File: src/rtl/gpio_pixel_tx.sv
// RGB pixel stream to GPIO word-burst transmitter: packs 4 pixels per channel, emits R/G/B words.
// Optional: define GPIO_TX_STALL_EN to add the gpio_stall input that freezes emission.
module gpio_pixel_tx #(
  parameter int NUM_WORDS  = 40000,
  parameter int GAP_CYCLES = 0
) (
  input  logic        clk,
  input  logic        rst,
  input  logic        start,
`ifdef GPIO_TX_STALL_EN
  input  logic        gpio_stall,
`endif
  input  logic        in_valid,
  output logic        in_ready,
  input  logic [7:0]  in_r,
  input  logic [7:0]  in_g,
  input  logic [7:0]  in_b,
  output logic [31:0] GPIO,
  output logic        GPIOEnR,
  output logic        GPIOEnG,
  output logic        GPIOEnB,
  output logic        GPIOEn,
  output logic        busy,
  output logic        done
);

  localparam int CW = $clog2(NUM_WORDS + 1);
  localparam int PW = $clog2(4 * NUM_WORDS + 1);
  localparam int GW = (GAP_CYCLES > 1) ? $clog2(GAP_CYCLES + 1) : 1;

  typedef enum logic [2:0] {S_IDLE, S_WAIT, S_R, S_G, S_B, S_GAP} state_t;

  state_t        state;
  logic          stall;
  logic [31:0]   pack_r, pack_g, pack_b;
  logic [31:0]   hold_r, hold_g, hold_b;
  logic [31:0]   pk_r_nxt, pk_g_nxt, pk_b_nxt;
  logic [1:0]    p;
  logic          pack_full, hold_valid, hold_valid_nxt;
  logic [CW-1:0] word_cnt;
  logic [PW-1:0] pix_cnt;
  logic [GW-1:0] gap_cnt;
  logic          first_flag;
  logic [31:0]   gpio_q;
  logic          en_r_q, en_g_q, en_b_q, en_sof_q;
  logic          accept, group_done, b_fire, hold_free, xfer;
  logic [31:0]   r_word;

`ifdef GPIO_TX_STALL_EN
  assign stall = gpio_stall;
`else
  assign stall = 1'b0;
`endif

  assign in_ready   = (state != S_IDLE) && !pack_full && (pix_cnt < PW'(4 * NUM_WORDS));
  assign accept     = in_valid && in_ready;
  assign group_done = accept && (p == 2'd3);
  // Hold is released by the edge that ends an unstalled B word, so a group may refill it on that same edge.
  assign b_fire     = (state == S_B) && !stall;
  assign hold_free  = !hold_valid || b_fire;
  assign xfer       = hold_free && (pack_full || group_done);
  assign hold_valid_nxt = xfer || (hold_valid && !b_fire);
  assign r_word     = xfer ? pk_r_nxt : hold_r;

  always_comb begin
    pk_r_nxt = pack_r;
    pk_g_nxt = pack_g;
    pk_b_nxt = pack_b;
    if (accept) begin
      pk_r_nxt[{p, 3'b000} +: 8] = in_r;
      pk_g_nxt[{p, 3'b000} +: 8] = in_g;
      pk_b_nxt[{p, 3'b000} +: 8] = in_b;
    end
  end

  always_ff @(posedge clk or posedge rst) begin
    if (rst) begin
      pack_r     <= '0;
      pack_g     <= '0;
      pack_b     <= '0;
      hold_r     <= '0;
      hold_g     <= '0;
      hold_b     <= '0;
      p          <= '0;
      pack_full  <= 1'b0;
      hold_valid <= 1'b0;
      pix_cnt    <= '0;
    end else if (state == S_IDLE) begin
      p          <= '0;
      pack_full  <= 1'b0;
      hold_valid <= 1'b0;
      pix_cnt    <= '0;
    end else begin
      if (accept) begin
        pack_r  <= pk_r_nxt;
        pack_g  <= pk_g_nxt;
        pack_b  <= pk_b_nxt;
        p       <= p + 2'd1;
        pix_cnt <= pix_cnt + 1'b1;
      end
      if (xfer) begin
        hold_r <= pk_r_nxt;
        hold_g <= pk_g_nxt;
        hold_b <= pk_b_nxt;
      end
      pack_full  <= xfer ? 1'b0 : (pack_full || group_done);
      hold_valid <= hold_valid_nxt;
    end
  end

  // Output registers are loaded together with the state, so each state shows its own word.
  always_ff @(posedge clk or posedge rst) begin
    if (rst) begin
      state      <= S_IDLE;
      word_cnt   <= '0;
      gap_cnt    <= '0;
      first_flag <= 1'b0;
      gpio_q     <= '0;
      en_r_q     <= 1'b0;
      en_g_q     <= 1'b0;
      en_b_q     <= 1'b0;
      en_sof_q   <= 1'b0;
      busy       <= 1'b0;
      done       <= 1'b0;
    end else begin
      done <= 1'b0;
      if (state == S_IDLE) begin
        gpio_q     <= '0;
        en_r_q     <= 1'b0;
        en_g_q     <= 1'b0;
        en_b_q     <= 1'b0;
        en_sof_q   <= 1'b0;
        word_cnt   <= '0;
        first_flag <= 1'b1;
        if (start) begin
          state <= S_WAIT;
          busy  <= 1'b1;
        end
      end else if (!stall) begin
        case (state)
          S_R: begin
            state    <= S_G;
            gpio_q   <= hold_g;
            en_r_q   <= 1'b0;
            en_sof_q <= 1'b0;
            en_g_q   <= 1'b1;
          end
          S_G: begin
            state  <= S_B;
            gpio_q <= hold_b;
            en_g_q <= 1'b0;
            en_b_q <= 1'b1;
          end
          S_B: begin
            gpio_q   <= '0;
            en_b_q   <= 1'b0;
            word_cnt <= word_cnt + 1'b1;
            if (word_cnt == CW'(NUM_WORDS - 1)) begin
              state <= S_IDLE;
              busy  <= 1'b0;
              done  <= 1'b1;
            end else if (GAP_CYCLES > 0) begin
              state   <= S_GAP;
              gap_cnt <= GW'((GAP_CYCLES > 0) ? GAP_CYCLES - 1 : 0);
            end else if (hold_valid_nxt) begin
              state      <= S_R;
              gpio_q     <= r_word;
              en_r_q     <= 1'b1;
              en_sof_q   <= first_flag;
              first_flag <= 1'b0;
            end else begin
              state <= S_WAIT;
            end
          end
          default: begin
            if (state == S_GAP && gap_cnt != '0) begin
              gap_cnt <= gap_cnt - 1'b1;
            end else if (hold_valid_nxt) begin
              state      <= S_R;
              gpio_q     <= r_word;
              en_r_q     <= 1'b1;
              en_sof_q   <= first_flag;
              first_flag <= 1'b0;
            end else begin
              state <= S_WAIT;
            end
          end
        endcase
      end
    end
  end

  assign GPIO    = stall ? 32'd0 : gpio_q;
  assign GPIOEnR = en_r_q && !stall;
  assign GPIOEnG = en_g_q && !stall;
  assign GPIOEnB = en_b_q && !stall;
  assign GPIOEn  = en_sof_q && !stall;

endmodule

File: config.mk
export PLATFORM = sky130hd
export DESIGN_NAME = gpio_pixel_tx
export DESIGN_NICKNAME = d
export VERILOG_FILES = /design/src/rtl/gpio_pixel_tx.sv
export SDC_FILE = /design/constraint.sdc
export NUM_CORES = 1
export LEC_CHECK = 0
export ABC_AREA = 1
export BUFFER_PORTS_ARGS = -buffer_cell sky130_fd_sc_hd__buf_2
export CAP_MARGIN = 15
export CORE_AREA = 4 4 185 187
export DETAILED_ROUTE_END_ITERATION = 8
export DIE_AREA = 0 0 189 191
export PLACE_DENSITY = 0.62
export SLEW_MARGIN = 5
export SYNTH_ARGS = -nofsm -noshare
export SYNTH_HDL_FRONTEND = slang
export SYNTH_SLANG_ARGS = --single-unit
File: constraint.sdc
create_clock -name clk -period 24.5 [get_ports clk]
set_clock_uncertainty 0.2 [all_clocks]
set_input_delay 1.225 -clock clk [delete_from_list [all_inputs] [get_ports clk]]
set_output_delay 1.225 -clock clk [all_outputs]
set_load 0.1 [all_outputs]
==> flow_summary_export.csv, run 1 <==
group,metric,value,unit
place,hpwl,21800,um
floorplan,die_w,189,um
clock_network,cts_tree,"yes",
outcome,status,"completed",
clock_network,ctsHoldBuffers,0,
logic_synthesis,synth_area,12900,um2
floorplan,dieArea,36100,um2
setup_path,crit_arrival,4.92,ns
sta,fmax,217,MHz
sta,fin_hold_ws,0.268,ns
setup_path,critical-path-top-delay-family,"simple AND/OR/NAND/NOR gates",
logic_synthesis,synth-edff-count,0,
clock_network,cts.clk_slew.worst_paths,0.06,ns
floorplan,pin_count,67,
clock_network,cts_buffer_depth,3,
finish,final_cells,2110,
place,dp.cells,2051,
grt,grt_pass1_wl,56200,um
logic_synthesis,syn_nets,1662,
grt,antenna_found_initial,0,
pwr,ir_drop,0.0656,mV
logic_synthesis,synth_cell_types,44,
floorplan,coreArea,32500,um2
setup_path,critPathCaptureType,"flop",
logic_synthesis,synth.most_common_cell,"nand2_1",
pwr,powerDensity,132,nW/um2
pwr,p_seq_share,35.2,%
finish,nets,1679,
sta,slew_violations,0,
setup_path,path_cells,"inv_1 > ha_1 > inv_1 > nor2_1 > nand4_1 > nand2_1 > nand4_1 > nand2_1 > nand3_1 > nand2_1 > nand2_1 > nand2_1 > nand2_1 > nand2_1",
pwr,internal-power,0.00107,W
clock_network,cts_root_buf,"clkbuf_16",
setup_path,cp_max_fo,25,
sta,final_hold_viol_count,0,
floorplan,row_count,66,
pwr,combPwrFrac,39.5,%
detailed_routing,vias_per_cell,5.09,
pwr,pwr-share-clk,25.3,%
detailed_routing,drc,0,
grt,grt_overflow,0,
setup_path,crit_buf_inv,2,
detailed_routing,antenna_left,0,
clock_network,h-tree-depth,1,
grt,grt.total_usage,18.9,%
clock_network,numCtsBuffers,30,
logic_synthesis,syn_area_per_cell,7.95,um2
place,portBuffers,66,
setup_path,cp_data_required_time,24.81,ns
detailed_routing,dr.pass1.iters,5,
hold_path,hp-class,"reg2reg",
job,maxCapViolCount,0,
finish,fin_util,44.9,%
sta,tns,0,ns
sta,setup_viol,0,
sta,period_minus_slack,4.61,ns
finish,area_delta_synth_final,12.6,%
logic_synthesis,synth_commonest_cells,"nand2_1, dfrtp_1, inv_1, nand4_1, nand3_1",
logic_synthesis,syn_inst,1627,
sta,fin_ws,19.89,ns
sta,slew_headroom,28.7,%
place,globalplace.congestion,0.835,
setup_path,critPathMostFrequentCell,"nand2_1",
clock_network,cts.sinks,273,
pwr,switching_share,44.4,%
detailed_routing,drt-initial-drc-count,878,
logic_synthesis,synth_ff_type,"dfrtp_1",
setup_path,worst_setup_path_start_kind,"flop",
setup_path,cp_slowest_cell,"ha_1",
logic_synthesis,synth_area_leader_cell,"dfrtp_1",
detailed_routing,totalWireLength,34100,um
grt,grt_pass1_vias,10500,
sta,finalCritPeriodShare,18.8,%
logic_synthesis,ys_seq_area_share,52.8,%
pwr,p_leak,7.44,nW
floorplan,die_height,191,um
clock_network,cts_resized,0,
logic_synthesis,ys_top_cells_by_area,"dfrtp_1, nand2_1, inv_1",
setup_path,crit_type,"reg2reg",
sta,rsz0062_at_grt,"false",
pwr,switching_power,0.000855,W
grt,grt_max_degree,125,
detailed_routing,wire_per_inst,16.1,um
logic_synthesis,synthArstFlopShare,100,%
clock_network,postCtsSetupRepairBufs,0,
detailed_routing,vias,10700,
setup_path,critPathMaxStageDelay,1.03,ns
finish,n_antenna_cell,0,
clock_network,insertion_delay,0.56,ns
place,pre_cts_ws,19.97,ns
logic_synthesis,synth_top_area_share,52.8,%
logic_synthesis,yosys_warnings,0,
logic_synthesis,synth_seq_cells,273,
sta,worstMarginPinSlew,1.07,ns
finish,drive_gt1_share,9.47,%
floorplan,start_util,39.9,%
power groups by stage:
stage	clock network, W	registers [W]	logic (W)
floorplan	0	0.000800	0.000469
global placement	0	0.000681	0.000750
detailed placement	0	0.000684	0.000759
CTS	0.000495	0.000678	0.000762
global route	0.000517	0.000695	0.000853
finish	0.000487	0.000678	0.000762
per-stage QoR:
stage	power [W]	instance area [um2]
2_1_floorplan	0.00127	12900
3_3_place_gp	0.00143	13500
3_5_place_dp	0.00144	13500
4_1_cts	0.00193	14500
5_1_grt	0.00206	14600
6_report	0.00193	14600
worst reg2reg max path, cell delays in order (launching register included):
cell	delay [ns]
dfrtp_1	0.57
inv_1	0.34
ha_1	1.03
inv_1	0.70
nor2_1	0.75
nand4_1	0.17
nand2_1	0.10
nand4_1	0.07
nand2_1	0.13
nand3_1	0.08
nand2_1	0.12
nand2_1	0.08
nand2_1	0.10
nand2_1	0.05
nand2_1	0.07
placed cells by master, fill, tap and decap left out, drive strengths merged:
cell type	Yosys	final
or2	1	1
buf	50	77
nor3b	2	2
a221oi	1	1
nor2	63	63
a32o	1	1
inv	157	158
a21oi	42	42
and3b	1	1
a31oi	1	1
nand2	615	615
nor4	4	4
xor2	2	2
dfrtp	273	273
o21a	2	2
clkinvlp	0	2
clkbuf	43	40
and3	1	1
nand3	85	85
a22o	1	1
bufinv	0	5
o31ai	1	1
a22oi	32	32
o21ai	133	133
ha	7	7
o22ai	1	1
clkinv	2	11
nand4	87	87
nor3	19	19
sequential cells by signal, indices dropped and copies added, names as in the netlist, 2 cells and up:
name	flops
GPIO	32
hold_b	32
hold_g	32
hold_r	32
pack_b	32
pack_g	32
pack_r	32
pix_cnt	18
word_cnt	16
state	3
p	2
layout make-up:
type / instances / area (um2)
Sequential cell: 273 / 6830
Clock inverter: 17 / 219
Fill cell: 3224 / 17900
Inverter: 159 / 604
Clock buffer: 39 / 856
Timing Repair Buffer: 78 / 442
Tap cell: 442 / 553
Multi-Input combinational cell: 1102 / 5070
layer usage:
metal	wire (um)	up-vias	GRT usage, %
met2	15500	251	30.1
met4	535	0	4.09
met5	0	-	0
met1	16300	5163	27.6
met3	1730	46	2.83
li1	-	5288	-
kinds of logic (layout without fill, tap and decap cells):
logic type | after synthesis | count (layout) | synth area share [%]
and+or+nand+nor | 878 | 878 | 29.1
DFF | 273 | 273 | 52.8
buffers and inverters | 252 | 293 | 8.13
xor gates and xnor gates | 2 | 2 | 0.135
AOI/OAI and AO/OA | 215 | 215 | 9.14
adders and majority gates | 7 | 7 | 0.677
worst paths after layout:
kind | cells after the start | slack (ns) | start | to
worst max-delay path | 14 | 19.89 | p[0]$_DFFE_PP0P_ | GPIO[21]$_DFFE_PP0P_
worst min-delay path | 1 | 0.27 | word_cnt[15]$_DFFE_PP0N_ | word_cnt[15]$_DFFE_PP0N_
worst max register to register | 14 | 19.89 | p[0]$_DFFE_PP0P_ | GPIO[21]$_DFFE_PP0P_
worst min register to register | 1 | 0.27 | word_cnt[15]$_DFFE_PP0N_ | word_cnt[15]$_DFFE_PP0N_
max in group asynchronous | 3 | 21.97 | rst | pix_cnt[5]$_DFFE_PP0P_
min in group asynchronous | 2 | 0.62 | rst | hold_g[5]$_DFFE_PP0P_
Power figures use the tool's default switching activity.
==> inputs of run 2 (changes only) <==
--- a/config.mk
+++ b/config.mk
@@ -11,7 +11,7 @@
 export CORE_AREA = 4 4 185 187
 export DETAILED_ROUTE_END_ITERATION = 8
 export DIE_AREA = 0 0 189 191
-export PLACE_DENSITY = 0.62
+export PLACE_DENSITY = 0.64
 export SLEW_MARGIN = 5
 export SYNTH_ARGS = -nofsm -noshare
 export SYNTH_HDL_FRONTEND = slang
==> constraint.sdc (replaced) <==
create_clock -name clk -period 3.76 [get_ports clk]
set_clock_uncertainty 0.2 [all_clocks]
set_input_delay 0.188 -clock clk [delete_from_list [all_inputs] [get_ports clk]]
set_output_delay 0.188 -clock clk [all_outputs]
set_load 0.1 [all_outputs]
==> flow_summary_export.csv, run 2 (same netlist as run 1, synthesis figures left out) <==
group,metric,value,unit
outcome,status,"completed",
grt,grt_overflow,0,
floorplan,start_util,39.9,%
setup_path,critPathMaxStageDelay,0.57,ns
detailed_routing,drc,0,
setup_path,path_cells,"clkinvlp_4 > ha_1 > buf_4 > nor2_2 > nand4_1 > nand2_1 > nand4_1 > dlygate4sd3_1 > nand2_1 > nand3_1 > nand2_1 > nand2_1 > nand2_1 > nand2_1 > nand2_1",
finish,design_area,15000,um2
finish,final_cells,2154,
clock_network,cts.sinks,273,
finish,layout_common_cells,"nand2_1, dfrtp_1, inv_1",
detailed_routing,antenna_left,0,
pwr,p_leak,7.62,nW
grt,grt_pass1_wl,57100,um
setup_path,critPathMostFrequentCell,"nand2_1",
setup_path,regToRegSetupSlack,0.43,ns
detailed_routing,totalWireLength,34400,um
setup_path,crit_arrival,3.63,ns
sta,setup_viol,0,
finish,nets,1725,
sta,finalCritPeriodShare,88.6,%
floorplan,pin_count,67,
sta,final_hold_viol_count,0,
grt,grt_max_degree,86,
place,placed_cell_area,13700,um2
setup_path,worst_setup_path_start_kind,"flop",
floorplan,die_height,191,um
sta,slew_violations,0,
floorplan,dieArea,36100,um2
clock_network,cts_buffer_depth,3,
finish,layout.cells.most_common,"nand2_1",
place,globalplace.congestion,0.867,
clock_network,cts_root_buf,"clkbuf_16",
finish,seq_area,6830,um2
clock_network,insertion_delay,0.56,ns
pwr,ir_drop,0.447,mV
finish,multiInputGateArea,5080,um2
setup_path,rr_endpoint,"GPIO[6]$_DFFE_PP0P_",
detailed_routing,vias_per_cell,5.08,
floorplan,coreArea,32500,um2
job,maxCapViolCount,0,
sta,period_minus_slack,3.33,ns
grt,grt.total_usage,19.1,%
grt,grt_pass1_vias,10700,
setup_path,crit_type,"reg2reg",
place,portBuffers,66,
sta,fmax,300,MHz
place,hpwl,22500,um
setup_path,cp_slowest_cell,"dlygate4sd3_1",
floorplan,row_count,66,
setup_path,reg2reg_from,"p[0]$_DFFE_PP0P_",
sta,rsz0062_at_grt,"false",
setup_path,rr_worst_depth,15,
finish,fillers,3197,
clock_network,h-tree-depth,1,
pwr,powerDensity,837,nW/um2
clock_network,cts_tree,"yes",
detailed_routing,vias,10900,
detailed_routing,dr.pass1.iters,5,
finish,drive_gt1_share,10.1,%
grt,antenna_found_initial,0,
setup_path,cp_max_fo,24,
sta,worstMarginPinSlew,0.914,ns
sta,slew_headroom,39.0,%
setup_path,critPathCaptureType,"flop",
hold_path,hp-class,"in2async",
detailed_routing,wire_per_inst,16.0,um
finish,n_antenna_cell,0,
clock_network,cts.clk_slew.worst_paths,0.06,ns
setup_path,cp_data_required_time,4.06,ns
detailed_routing,drt-initial-drc-count,862,
floorplan,die_w,189,um
finish,area_delta_synth_final,15.8,%
place,dp.cells,2069,
clock_network,numCtsBuffers,30,
run 2: final cells by class:
class,count,area share (%)
clock buffers,44,5.89
clock inverters,10,0.927
inverters,159,4.03
multi-input cells,1102,33.9
flip-flops and latches,273,45.6
well taps,442,3.69
repair buffers,124,5.99
run 2: what timing repair did:
| action | 4_1_cts | 5_1_grt |
|---|---|---|
| buffers inserted | 0 | 3 |
| setup endpoints to repair | 0 | 1 |
| gates resized for setup | 0 | 2 |
| hold endpoints to repair | 181 | 0 |
| hold buffers | 28 | 0 |
run 2: report_power, final:
group | switching [W] | leakage, nW | internal [W]
sequential | 0.000491 | 3.62 | 0.00394
combinational | 0.00388 | 3.50 | 0.00122
clock | 0.00120 | 0.503 | 0.00182
run 2: worst max path at each step:
| stage | depth (start not counted) | from | end |
|---|---|---|---|
| after detailed placement | 13 | p[0]$_DFFE_PP0P_ | GPIO[19]$_DFFE_PP0P_ |
| after CTS | 15 | p[0]$_DFFE_PP0P_ | GPIO[6]$_DFFE_PP0P_ |
| final | 15 | p[0]$_DFFE_PP0P_ | GPIO[6]$_DFFE_PP0P_ |
| after global routing | 15 | p[0]$_DFFE_PP0P_ | GPIO[6]$_DFFE_PP0P_ |
| after global placement | 13 | p[0]$_DFFE_PP0P_ | GPIO[20]$_DFFE_PP0P_ |
| after floorplan | 1 | rst | GPIOEn$_DFFE_PP0P_ |
run 2: metrics by stage:
stage | hold WS, ns | worst slack, ns | util (%) | TNS [ns] | power (W)
6_report | 0.0829 | 0.429 | 46.2 | 0 | 0.0125
3_5_place_dp | 0.134 | 0.722 | 42.1 | 0 | 0.00952
3_3_place_gp | 0.131 | 0.799 | 42.1 | 0 | 0.00944
2_1_floorplan | 0.128 | -0.237 | - | -64.81 | 0.00827
4_1_cts | 0.0828 | 0.172 | 46.1 | 0 | 0.0126
5_1_grt | 0.137 | 0.217 | 46.2 | 0 | 0.0134
run 2: critical path: cells and delay by family (launching register included):
kind	cells	cell delay, ns
adders and majority gates	1	0.34
buffers and inverters	3	1.03
DFF	1	0.54
and+or+nand+nor	11	1.18
run 2: metal layers:
metal	up-vias	GRT usage [%]	share of wire, %
li1	5391	-	-
met1	5241	26.9	46
met2	260	31.1	46
met3	54	2.81	5.8
met4	0	5.24	2.7
met5	-	0	0
==> inputs of run 3 (changes only) <==
--- a/config.mk
+++ b/config.mk
@@ -12,6 +12,7 @@
 export DETAILED_ROUTE_END_ITERATION = 8
 export DIE_AREA = 0 0 189 191
 export PLACE_DENSITY = 0.64
+export REMOVE_ABC_BUFFERS = 1
 export SLEW_MARGIN = 5
 export SYNTH_ARGS = -nofsm -noshare
 export SYNTH_HDL_FRONTEND = slang
==> flow_summary_export.csv, run 3 (same netlist as run 1, synthesis figures left out) <==
group,metric,value,unit
detailed_routing,drc,0,
clock_network,h-tree-depth,1,
sta,fin_ws,0.302,ns
sta,final_hold_viol_count,0,
floorplan,pin_count,67,
clock_network,cts_buffer_depth,3,
detailed_routing,vias_per_cell,5.09,
clock_network,cts_root_buf,"clkbuf_16",
setup_path,cp_max_fo,15,
sta,slew_headroom,38.4,%
detailed_routing,vias,11000,
setup_path,critPathMaxStageDelay,0.58,ns
place,pre_cts_ws,0.513,ns
setup_path,cp_slowest_cell,"dlygate4sd3_1",
setup_path,critPathCaptureType,"flop",
sta,fmax,289,MHz
pwr,ir_drop,0.614,mV
floorplan,dieArea,36100,um2
setup_path,crit_type,"reg2reg",
grt,grt_pass1_vias,10900,
clock_network,cts.sinks,273,
place,globalplace.congestion,0.878,
finish,multiInputGateArea,5080,um2
sta,rsz0062_at_grt,"false",
setup_path,rr_worst_depth,15,
sta,finalCritPeriodShare,92.0,%
finish,layout_common_cells,"nand2_1, dfrtp_1, inv_1",
finish,nets,1733,
setup_path,worst_setup_path_start_kind,"flop",
finish,fillers,3144,
finish,n_antenna_cell,0,
grt,grt_max_degree,125,
floorplan,start_util,39.9,%
setup_path,crit_arrival,3.77,ns
sta,slew_violations,0,
job,maxCapViolCount,0,
place,hpwl,22200,um
pwr,power,0.0127,W
floorplan,die_w,189,um
sta,period_minus_slack,3.46,ns
pwr,powerDensity,847,nW/um2
grt,grt_overflow,0,
clock_network,insertion_delay,0.57,ns
detailed_routing,dr.pass1.iters,7,
hold_path,hp-class,"in2async",
floorplan,row_count,66,
floorplan,coreArea,32500,um2
finish,layout.cells.most_common,"nand2_1",
setup_path,path_cells,"clkinvlp_4 > ha_1 > inv_1 > buf_4 > nand4_1 > nand2_1 > nand4_1 > dlygate4sd3_1 > nand2_1 > nand3_1 > nand2_1 > nand2_1 > nand2_1 > nand2_1 > nand2_1",
detailed_routing,antenna_left,0,
grt,antenna_found_initial,0,
grt,grt.total_usage,19.5,%
finish,seq_area,6830,um2
floorplan,die_height,191,um
outcome,status,"completed",
finish,area_delta_synth_final,16.0,%
detailed_routing,drt-initial-drc-count,990,
detailed_routing,totalWireLength,35400,um
setup_path,critPathMostFrequentCell,"nand2_1",
detailed_routing,wire_per_inst,16.3,um
clock_network,cts.clk_slew.worst_paths,0.06,ns
place,portBuffers,66,
pwr,p_leak,7.64,nW
clock_network,numCtsBuffers,30,
sta,setup_viol,0,
grt,grt_pass1_wl,58000,um
setup_path,cp_data_required_time,4.07,ns
clock_network,cts_tree,"yes",
sta,worstMarginPinSlew,0.922,ns
finish,drive_gt1_share,10.3,%
[run 3: cell types whose count changed in the layout (fill, tap and decap cells not counted), moves of 2 or more]
cell        before  now
bufinv_16        3    1
clkbuf_1         6   11
buf_4           25   33
buf_12           5    3
clkinvlp_4       3    1
[run 3: routing by layer]
layer	part of all wire, %	wire [um]	track usage, %	vias to the layer above
met1	46	16300	27.1	5261
met3	5.1	1800	2.76	57
met4	2.7	943	5.35	0
li1	-	-	-	5398
met2	46	16300	32.4	293
met5	0	0	0	-
[run 3: critical path: cells and delay by family (launching register included)]
family        cells  cell delay, ns
buf+inv           4            1.53
fa+ha+maj         1            0.35
simple gates     10            0.79
flops             1            0.53
[run 3: what timing repair did]
action	CTS	global route
hold endpoints to repair	258	0
resized for setup	0	2
hold buffers	29	0
endpoints found under the setup margin	0	1
setup buffers	0	4
[run 3: stage by stage]
step	hold WS (ns)	setup TNS [ns]	cell area [um2]	utilization [%]	std cells
after floorplan	0.128	-1192.19	12500	-	1534
after global routing	0.163	0	15000	46.3	2164
after CTS	0.131	0	15000	46.2	2160
final	0.100	0	15000	46.3	2164
after global placement	0.173	0	13700	42.1	2074
after detailed placement	0.172	0	13700	42.2	2075
[run 3: final timing paths]
check	from	to	slack, ns
worst max register to register	p[0]$_DFFE_PP0P_	GPIO[24]$_DFFE_PP0P_	0.30
worst min register to register	word_cnt[15]$_DFFE_PP0N_	word_cnt[15]$_DFFE_PP0N_	0.27
min in group clk	start	busy$_DFFE_PP0P_	0.24
max in group asynchronous	rst	pack_g[7]$_DFFE_PP0P_	2.21
worst max-delay path	p[0]$_DFFE_PP0P_	GPIO[24]$_DFFE_PP0P_	0.30
worst min-delay path	rst	pix_cnt[11]$_DFFE_PP0P_	0.10
[run 3: cell type report]
type / instances / share of cell area [%]
flip-flops and latches: 273 / 45.5
multi-input cells: 1102 / 33.9
repair buffers: 132 / 6.37
clock buffers: 48 / 5.92
inverters: 159 / 4.05
well taps: 442 / 3.68
clock inverters: 8 / 0.625
[run 3: report_power, final]
group	internal, W	switching (W)
clock network	0.00169	0.00121
registers	0.00394	0.000502
logic	0.00130	0.00409
total	0.00693	0.00580
